**config.mk**
```make
export PLATFORM = sky130hd
export DESIGN_NAME = fifo_thresh
export DESIGN_NICKNAME = d
export VERILOG_FILES = /design/src/rtl/fifo_thresh.sv
export SDC_FILE = /design/constraint.sdc
export NUM_CORES = 1
export LEC_CHECK = 0
export ABC_AREA = 0
export CELL_PAD_IN_SITES_DETAIL_PLACEMENT = 0
export CELL_PAD_IN_SITES_GLOBAL_PLACEMENT = 1
export CORE_ASPECT_RATIO = 1.25
export CORE_MARGIN = 2
export CORE_UTILIZATION = 41
export DETAILED_ROUTE_END_ITERATION = 8
export PLACE_DENSITY_LB_ADDON = 0.1
export SETUP_SLACK_MARGIN = 0.02
export SYNTH_ARGS = -nofsm -noshare
export SYNTH_HDL_FRONTEND = slang
export SYNTH_SLANG_ARGS = --single-unit
```
**constraint.sdc**
```tcl
create_clock -name clk -period 2.35 [get_ports clk]
set_input_delay 0.3525 -clock clk [delete_from_list [all_inputs] [get_ports clk]]
set_output_delay 0.3525 -clock clk [all_outputs]
set_load 0.02 [all_outputs]
```
**src/rtl/fifo_thresh.sv**
```systemverilog
// Synchronous show-ahead FIFO with any depth, occupancy count, programmable almost flags and
// protected push/pop. Define FIFO_THRESH_ERR_EN to build the sticky overflow/underflow flags.
module fifo_thresh #(
  parameter int DEPTH     = 6,
  parameter int DATA_W    = 8,
  parameter int AFULL_TH  = DEPTH - 1,
  parameter int AEMPTY_TH = 1,
  parameter int CNT_W     = $clog2(DEPTH + 1)
) (
  input  logic              clk,
  input  logic              reset_n,
  input  logic              push_i,
  input  logic [DATA_W-1:0] push_data_i,
  input  logic              pop_i,
  output logic [DATA_W-1:0] pop_data_o,
  output logic              full_o,
  output logic              empty_o,
  output logic              almost_full_o,
  output logic              almost_empty_o,
  output logic [CNT_W-1:0]  count_o,
  input  logic              err_clr_i,
  output logic              overflow_o,
  output logic              underflow_o
);

  localparam int PTR_W = (DEPTH > 2) ? $clog2(DEPTH) : 1;

  logic [DATA_W-1:0] mem [DEPTH];
  logic [PTR_W-1:0]  wr_ptr;
  logic [PTR_W-1:0]  rd_ptr;
  logic [CNT_W-1:0]  count;
  logic [CNT_W-1:0]  count_next;
  logic              acc_push;
  logic              acc_pop;

  // Binary pointers wrap explicitly so DEPTH need not be a power of two.
  function automatic logic [PTR_W-1:0] ptr_inc(input logic [PTR_W-1:0] p);
    return (p == PTR_W'(DEPTH - 1)) ? '0 : p + PTR_W'(1);
  endfunction

  // Status is decoded only from the registered count, never from the requests.
  assign empty_o        = (count == '0);
  assign full_o         = (count == CNT_W'(DEPTH));
  assign almost_full_o  = (count >= CNT_W'(AFULL_TH));
  assign almost_empty_o = (count <= CNT_W'(AEMPTY_TH));
  assign count_o        = count;

  // No empty bypass: a pop while empty is always rejected, even with a push.
  assign acc_pop  = pop_i & ~empty_o;
  assign acc_push = push_i & (~full_o | acc_pop);

  always_comb begin
    count_next = count;
    unique case ({acc_push, acc_pop})
      2'b10:   count_next = count + CNT_W'(1);
      2'b01:   count_next = count - CNT_W'(1);
      default: count_next = count;
    endcase
  end

  always_ff @(posedge clk or negedge reset_n) begin
    if (!reset_n) begin
      wr_ptr <= '0;
      rd_ptr <= '0;
      count  <= '0;
    end else begin
      if (acc_push) wr_ptr <= ptr_inc(wr_ptr);
      if (acc_pop)  rd_ptr <= ptr_inc(rd_ptr);
      count <= count_next;
    end
  end

  always_ff @(posedge clk) begin
    if (acc_push) mem[wr_ptr] <= push_data_i;
  end

  assign pop_data_o = empty_o ? '0 : mem[rd_ptr];

`ifdef FIFO_THRESH_ERR_EN
  logic ovf_set;
  logic udf_set;
  logic ovf_q;
  logic udf_q;

  assign ovf_set = push_i & full_o & ~acc_pop;
  assign udf_set = pop_i & empty_o;

  // Set has priority over clear so an error in the clearing cycle is not lost.
  always_ff @(posedge clk or negedge reset_n) begin
    if (!reset_n) begin
      ovf_q <= 1'b0;
      udf_q <= 1'b0;
    end else begin
      if (ovf_set)        ovf_q <= 1'b1;
      else if (err_clr_i) ovf_q <= 1'b0;
      if (udf_set)        udf_q <= 1'b1;
      else if (err_clr_i) udf_q <= 1'b0;
    end
  end

  assign overflow_o  = ovf_q;
  assign underflow_o = udf_q;
`else
  logic unused_err_clr;
  assign unused_err_clr = err_clr_i;
  assign overflow_o     = 1'b0;
  assign underflow_o    = 1'b0;
`endif

endmodule

```
After elaboration in Yosys (flattened, before gate mapping). Memories as Yosys holds them, arrays and structs flattened. Index checks and enable logic that the tools add are counted.

Register bits after elaboration: 9. RAM bits: 48. Input port bits: 13. Output and inout bits: 17. Word-level logic and storage cells: 28. Memories kept: 1.

Memories: mem (depth 6, width 8, rd ports 1, clocked after Yosys merged registers in 0, write ports 1, line 28) `logic [DATA_W-1:0] mem [DEPTH];`.

$add $sub $neg: 4. $lt $le $gt $ge: 2. Equality and inequality tests: 5. Multiplexer cells: 6. Bitwise logic cells: 5. Reductions and logical operators: 2.

Operator list (count): $add 3x1->3 const B (3); $eq 3x3->1 const B (3); $mux 8 (1); $mux 3 (2); $pmux 3 s2 (1); $ge 3x3->1 const B (1); $le 3x1->1 const B (1); $logic_not 3->1 (1); $sub 3x1->3 const B (1); $and 1x1->1 (2); $eq 2x1->1 const B (1); $eq 2x2->1 const B (1); $mux 1 (2); $not 1->1 (2); $reduce_bool 2->1 (1); $or 1x1->1 (1).

Longest topological paths before layout. Gate-level depths: netlist of run 1.

Depth in word-level cells: 7. Mapped depth: 9. Mapped depth without buffers: 8.

Worst setup path before layout of run 1. No wires, ideal clock.

Path kind: register to register. Start point: register count[0], in the netlist count_o[0]. End point: memory mem[2][0] (enable). Setup time: 0.398 ns. Arrival: 2.093 ns. Required time: 1.952 ns. Slack: -0.141 ns. Cell stages (with the launch flop): 6. Buffers on the path: 0. Clock period less this slack: 2.491 ns. Cell sequence: dfrtp_1 inv_1 ha_1 nand2_1 o21ai_2 nor4b_1.

Longest elaborated chain between the ends: 7. Elaborated cells on any way between the ends: 9. Those cells by class: 1 x eq/ne; 2 x mux; 5 x bitwise; 1 x reduce/logical.

RTL lines: start, declared (line 31) `logic [CNT_W-1:0] count;`; start signal, assigned (line 69) `count <= count_next;`; $logic_not 3->1 (line 42) `assign empty_o = (count == '0);`; $not 1->1 (line 49) `assign acc_pop = pop_i & ~empty_o;`; $and 1x1->1 (line 49); $or 1x1->1 * (line 50) `assign acc_push = push_i & (~full_o | acc_pop);`; $and 1x1->1 * (line 50); $mux 1 * (line 74) `if (acc_push) mem[wr_ptr] <= push_data_i;`; $mux 1 (not written as such) * (line 74); end, declared (line 28).

Mark *: on every way between the ends. The rest lies on a longest branch, timed or not.

Worst setup path after layout of run 1.
Start point: register count[0], in the netlist count_o[0]. End point: output port almost_full_o.

Longest elaborated chain between the ends: 1.

RTL lines: $ge 3x3->1 (line 44) `assign almost_full_o = (count >= CNT_W'(AFULL_TH));`; end, declared (line 18) `output logic almost_full_o,`.

Every way passes these cells.

==> flow_metrics.tcl, run 1 <==
set metrics [dict create \
    crit_chain "buf_4 -> ha_1 -> o31a_1 -> clkdlybuf4s50_1" \
    required_ns 2.00 \
    num_rows 31 \
    avgViaCountPerCell 5.23 \
    layout.cells.most_common_list "edfxtp_1 (48), clkdlybuf4s50_1 (18), buf_4 (18)" \
    synthToLayoutAreaGrowth_pct 25.7 \
    place_inst 256 \
    netlist_instances 153 \
    cts_root_buf "clkbuf_8" \
    fin_nets 220 \
    num_antenna_cells 0 \
    antenna_found_initial 0 \
    clk_latency_ns 0.33 \
    cp-end-kind "primary output" \
    wl_per_cell_um 18.1 \
    ys_ff_latch 57 \
    clk_pin_slew_ns 0.06 \
    drt_iter0_markers 107 \
    num_vias 1423 \
    pwr_density_cell_nw_per_um2 1350 \
    fp.dieW_um 73.5 \
    path_max_fanout 5 \
    pwr-share-comb 0.432 \
    drive_above_1_share 0.267 \
    core_area_um2 5820 \
    worst_setup_path_start_kind "flop" \
    grt_use_total 0.162 \
    status "finished clean" \
    hp-class "in -> async" \
    clock_sinks 57 \
    layout_commonest_cell "edfxtp_1" \
    rsz0062_at_grt "no" \
    dieArea_um2 6680 \
    grt_max_degree 11 \
    dr.pass1.iters 4 \
    grt-ovfl-total 0 \
    p_sw_frac 0.346 \
    ir_drop_v 0.000686 \
    drv_cap 0 \
    synth_area_um2 2470 \
    critPathSlowestCell "clkdlybuf4s50_1" \
    grt_pass1_wl_um 7650 \
    ys_warn_count 0 \
    drc 0 \
    max_freq_mhz 448 \
    maxSlewHeadroom 0.373 \
    htree_num_levels 3 \
    timing_hold_violations_final 0 \
    setup_viol 0 \
    period_share 0.950 \
    clockBufferDepth 2 \
    maxSlewViolCount 0 \
    grt_pass1_vias 1448 \
    ios 30 \
    cts_tree "done" \
    die_y_um 90.9 \
    power.internal_w 0.00275 \
    cts.hold.buffers_added 0 \
    fin_cells 272 \
    port_buffers 26 \
    pwr-share-seq 0.342 \
    yosysSeqAreaShare 0.673 \
    yosys.cell_types.count 39 \
    cpPeakStageDelay_ns 0.53 \
    place_congestion 0.699 \
    synth.avg_cell_area_um2 16.2 \
    cts_buffers 9 \
    leakagePower_nw 1.18 \
    clock_power_share 0.227 \
    worst_pin_slew_ns 0.938 \
    postRouteWirelength_um 4930 \
    dpl.hpwl_um 3320 \
    crit_arrival_ns 1.88 \
    cp.buffers_inverters 2 \
    tns_ns 0 \
    netSwitchingPower_w 0.00146 \
    holdWs_ns 0.340 \
    fin_worst_skew_ns 0.00605 \
    ant_nets 0 \
    start_util 0.425 \
    crit_family "buffers and inverters" \
    post-route-min-period_ns 2.23 \
    worstSetupPathType "reg -> out" \
    finalPower_w 0.00421 \
]
[per-layer routing]
| metal | vias up | track usage | share of wire |
|---|---|---|---|
| met2 | 28 | 0.246 | 0.50 |
| met4 | 0 | 0.0682 | 0.020 |
| li1 | 678 | - | - |
| met5 | - | 0 | 0 |
| met1 | 709 | 0.220 | 0.45 |
| met3 | 8 | 0.0402 | 0.028 |
[synth_stat cells, drive strengths merged]
cell	number	share of area
nand3	1	0.0071
a22o	1	0.0035
nor3	2	0.0040
nor2	5	0.0076
nor4	1	0.0025
ha	6	0.030
nand2b	1	0.0025
nor4bb	1	0.0040
a211oi	1	0.0030
o211ai	1	0.0051
or2	1	0.0025
o2bb2ai	1	0.0035
nor2b	3	0.0076
a221oi	7	0.027
conb	1	0.0015
inv	4	0.0061
a21oi	1	0.0020
nand3b	1	0.0030
xnor2	3	0.011
and2	1	0.0025
nand2	2	0.0030
mux2	10	0.049
clkbuf	3	0.0051
buf	7	0.027
o31a	1	0.0035
edfxtp	48	0.58
mux2i	17	0.069
o21ai	9	0.020
xor2	2	0.0071
nor4b	2	0.0071
dfrtp	9	0.091
[through the flow]
step	setup slack (ns)	util	instance area, um2
global route	0.0375	0.535	3110
CTS	0.0305	0.536	3120
floorplan	0.00172	-	2500
finish	0.118	0.535	3110
global placement	0.114	0.502	2920
detailed placement	0.0875	0.502	2920
[sequential cells by signal (all words and copies together), names as in the netlist]
signal / cells
count_o: 3
wr_ptr: 3
rd_ptr: 3
mem: 48
[worst reg2reg max path, stage by stage, from the launching register on]
cell and delay (ns):
dfrtp_1 0.35, inv_1 0.07, buf_4 0.14, ha_1 0.18
nand2_1 0.14, o21ai_2 0.07, nor2_1 0.72
[path summary, 6_finish.rpt]
check	start	endpoint	slack [ns]	cells after the start
worst max-delay path	count_o[0]	almost_full_o	0.12	4
worst min-delay path	reset_n	count_o[2]	0.34	1
worst max register to register	count_o[0]	mem[3][6]	0.30	6
worst min register to register	count_o[2]	count_o[2]	0.58	2
max in group asynchronous	reset_n	rd_ptr[1]	1.68	1
min in group clk	count_o[2]	count_o[2]	0.58	2
[power groups by stage]
stage          clock (W)  sequential (W)  combinational (W)
6_report        0.000955         0.00144            0.00182
4_1_cts         0.000972         0.00144            0.00185
3_5_place_dp           0         0.00146            0.00194
3_3_place_gp           0         0.00144            0.00191
2_1_floorplan          0         0.00146            0.00116
5_1_grt          0.00102         0.00147            0.00196
[kinds of logic after synthesis]
group | Yosys count | share of synthesized area
DFF | 57 | 0.673
muxes | 27 | 0.117
AOI/OAI and AO/OA | 22 | 0.0677
and+or+nand+nor | 21 | 0.0536
buffers and inverters | 14 | 0.0384
adders and majority gates | 6 | 0.0303
xor gates and xnor gates | 5 | 0.0177
other | 1 | 0.00152
[repair_timing]
| action | CTS | global route |
|---|---|---|
| setup endpoints to repair | 8 | 5 |
| gates resized for setup | 9 | 15 |
| buffers inserted | 0 | 0 |
[cell type report]
| cell class | count | area (um2) |
|---|---|---|
| clock buffer | 13 | 139 |
| clock inverter | 3 | 65.1 |
| fill | 496 | 2710 |
| inverter | 4 | 15.0 |
| multi-input combinational | 83 | 738 |
| sequential | 57 | 1670 |
| tap | 66 | 82.6 |
| timing repair buffer | 46 | 403 |
(Power assumes the default switching activity.)
==> inputs of run 2 (changes only) <==
ABC_AREA = unset   (was 0)
==> results of run 2 <==
Same layout as run 1: the final DEF is identical, and so are final timing and power.
==> inputs of run 3 (changes only) <==
DONT_BUFFER_PORTS = 1   (was unset)
==> flow_metrics.tcl, run 3 (same netlist as run 1, synthesis figures left out) <==
set metrics [dict create \
    design_area_um2 2890 \
    clock_power_share 0.210 \
    tns_ns 0 \
    timing_hold_violations_final 0 \
    worstSetupPathType "reg -> out" \
    drive_above_1_share 0.301 \
    grt-ovfl-total 0 \
    reg2reg_slack_ns 0.37 \
    maxSlewHeadroom 0.367 \
    pwr-share-seq 0.375 \
    ios 30 \
    grt_pass1_vias 1435 \
    port_buffers 0 \
    worst_setup_path_start_kind "flop" \
    pwr_density_cell_nw_per_um2 1370 \
    setup_ws_ns 0.139 \
    leakagePower_nw 1.10 \
    clockBufferDepth 2 \
    grt_use_total 0.158 \
    wl_per_cell_um 19.5 \
    required_ns 2.00 \
    grt_max_degree 11 \
    cts_tree "done" \
    p_sw_frac 0.362 \
    dieArea_um2 6680 \
    layout.cells.most_common_list "edfxtp_1 (48), buf_4 (25), mux2i_1 (17)" \
    hp-start "push_data_i[1]" \
    cp-end-kind "primary output" \
    grt_pass1_wl_um 7510 \
    layout_commonest_cell "edfxtp_1" \
    worst_pin_slew_ns 0.946 \
    status "finished clean" \
    fin_worst_skew_ns 0.00395 \
    whs_path_depth 0 \
    holdWs_ns 0.114 \
    min_to "mem[2][1]" \
    cts_root_buf "clkbuf_8" \
    pwr-share-comb 0.415 \
    place_inst 235 \
    num_vias 1343 \
    fin_nets 200 \
    crit_start "count_o[1]" \
    dp_slack_ns 0.219 \
    dr.pass1.iters 4 \
    max_freq_mhz 452 \
    core_area_um2 5820 \
    drt_iter0_markers 80 \
    hp-class "in -> reg" \
    avgViaCountPerCell 5.33 \
    largest_reg_flops 48 \
    fin_cells 252 \
    cts_setup_buffers 0 \
    top_register "mem" \
    rsz0062_at_grt "no" \
    postRouteWirelength_um 4900 \
    htree_num_levels 3 \
    path_max_fanout 10 \
    num_rows 31 \
    antenna_found_initial 0 \
    dpl.hpwl_um 3320 \
    setup_viol 0 \
    place_congestion 0.717 \
    fp.dieW_um 73.5 \
    reg2reg_to "mem[3][6]" \
    clock_sinks 57 \
    maxSlewViolCount 0 \
    dpl_cell_area_um2 2690 \
    r2r_cells 5 \
    die_y_um 90.9 \
    post-route-min-period_ns 2.21 \
    crit_arrival_ns 1.86 \
    drc 0 \
    fillers 527 \
    ant_nets 0 \
    start_util 0.425 \
    clk_latency_ns 0.33 \
    period_share 0.941 \
    netSwitchingPower_w 0.00143 \
    ir_drop_v 0.000553 \
    synthToLayoutAreaGrowth_pct 16.7 \
    num_antenna_cells 0 \
    cts_buffers 9 \
    clk_pin_slew_ns 0.06 \
    power.internal_w 0.00252 \
    worstReg2RegStart "count_o[0]" \
    drv_cap 0 \
]
-- run 3: how the worst max path moves through the flow --
stage / slack, ns / endpoint / cells past startpoint
2_1_floorplan: 0.002 / mem[0][0] / 5
3_3_place_gp: 0.27 / pop_data_o[3] / 6
3_5_place_dp: 0.22 / pop_data_o[0] / 6
4_1_cts: 0.03 / pop_data_o[0] / 4
5_1_grt: 0.02 / pop_data_o[0] / 5
6_report: 0.14 / pop_data_o[3] / 6
-- run 3: repair_timing --
item,4_1_cts,5_1_grt
gates cloned,0,0
endpoints found under the setup margin,8,3
resized for setup,2,2
hold buffers,1,0
endpoints found under the hold margin,9,0
-- run 3: through the flow --
stage | util | total power (W)
2_1_floorplan | - | 0.00262
3_3_place_gp | 0.462 | 0.00309
3_5_place_dp | 0.462 | 0.00313
4_1_cts | 0.495 | 0.00399
5_1_grt | 0.496 | 0.00418
6_report | 0.496 | 0.00395
-- run 3: routing by layer --
layer	up-vias	wire, um	track usage
li1	638	-	-
met3	11	203	0.0357
met5	-	0	0
met4	0	114	0.0818
met1	666	2080	0.199
met2	28	2500	0.251
-- run 3: power by group through the flow --
stage / logic [W] / registers [W] / clock network, W
6_report: 0.00164 / 0.00148 / 0.000831
5_1_grt: 0.00177 / 0.00151 / 0.000902
4_1_cts: 0.00165 / 0.00148 / 0.000862
3_5_place_dp: 0.00163 / 0.00150 / 0
3_3_place_gp: 0.00160 / 0.00149 / 0
2_1_floorplan: 0.00116 / 0.00146 / 0
-- run 3: critical path: stages (launching register included) --
cell	delay [ns]
dfrtp_1	0.39
inv_1	0.11
ha_1	0.23
nand2b_4	0.18
o21ai_0	0.12
a221oi_1	0.29
buf_4	0.21
-- run 3: area by class of cell --
type                       count  area, um2  share of cell area
sequential                    57       1670               0.577
multi-input combinational     83        748               0.259
timing repair buffer          26        198              0.0685
clock buffer                  11        131              0.0455
tap                           66       82.6              0.0286
clock inverter                 5       46.3              0.0160
inverter                       4       15.0             0.00520
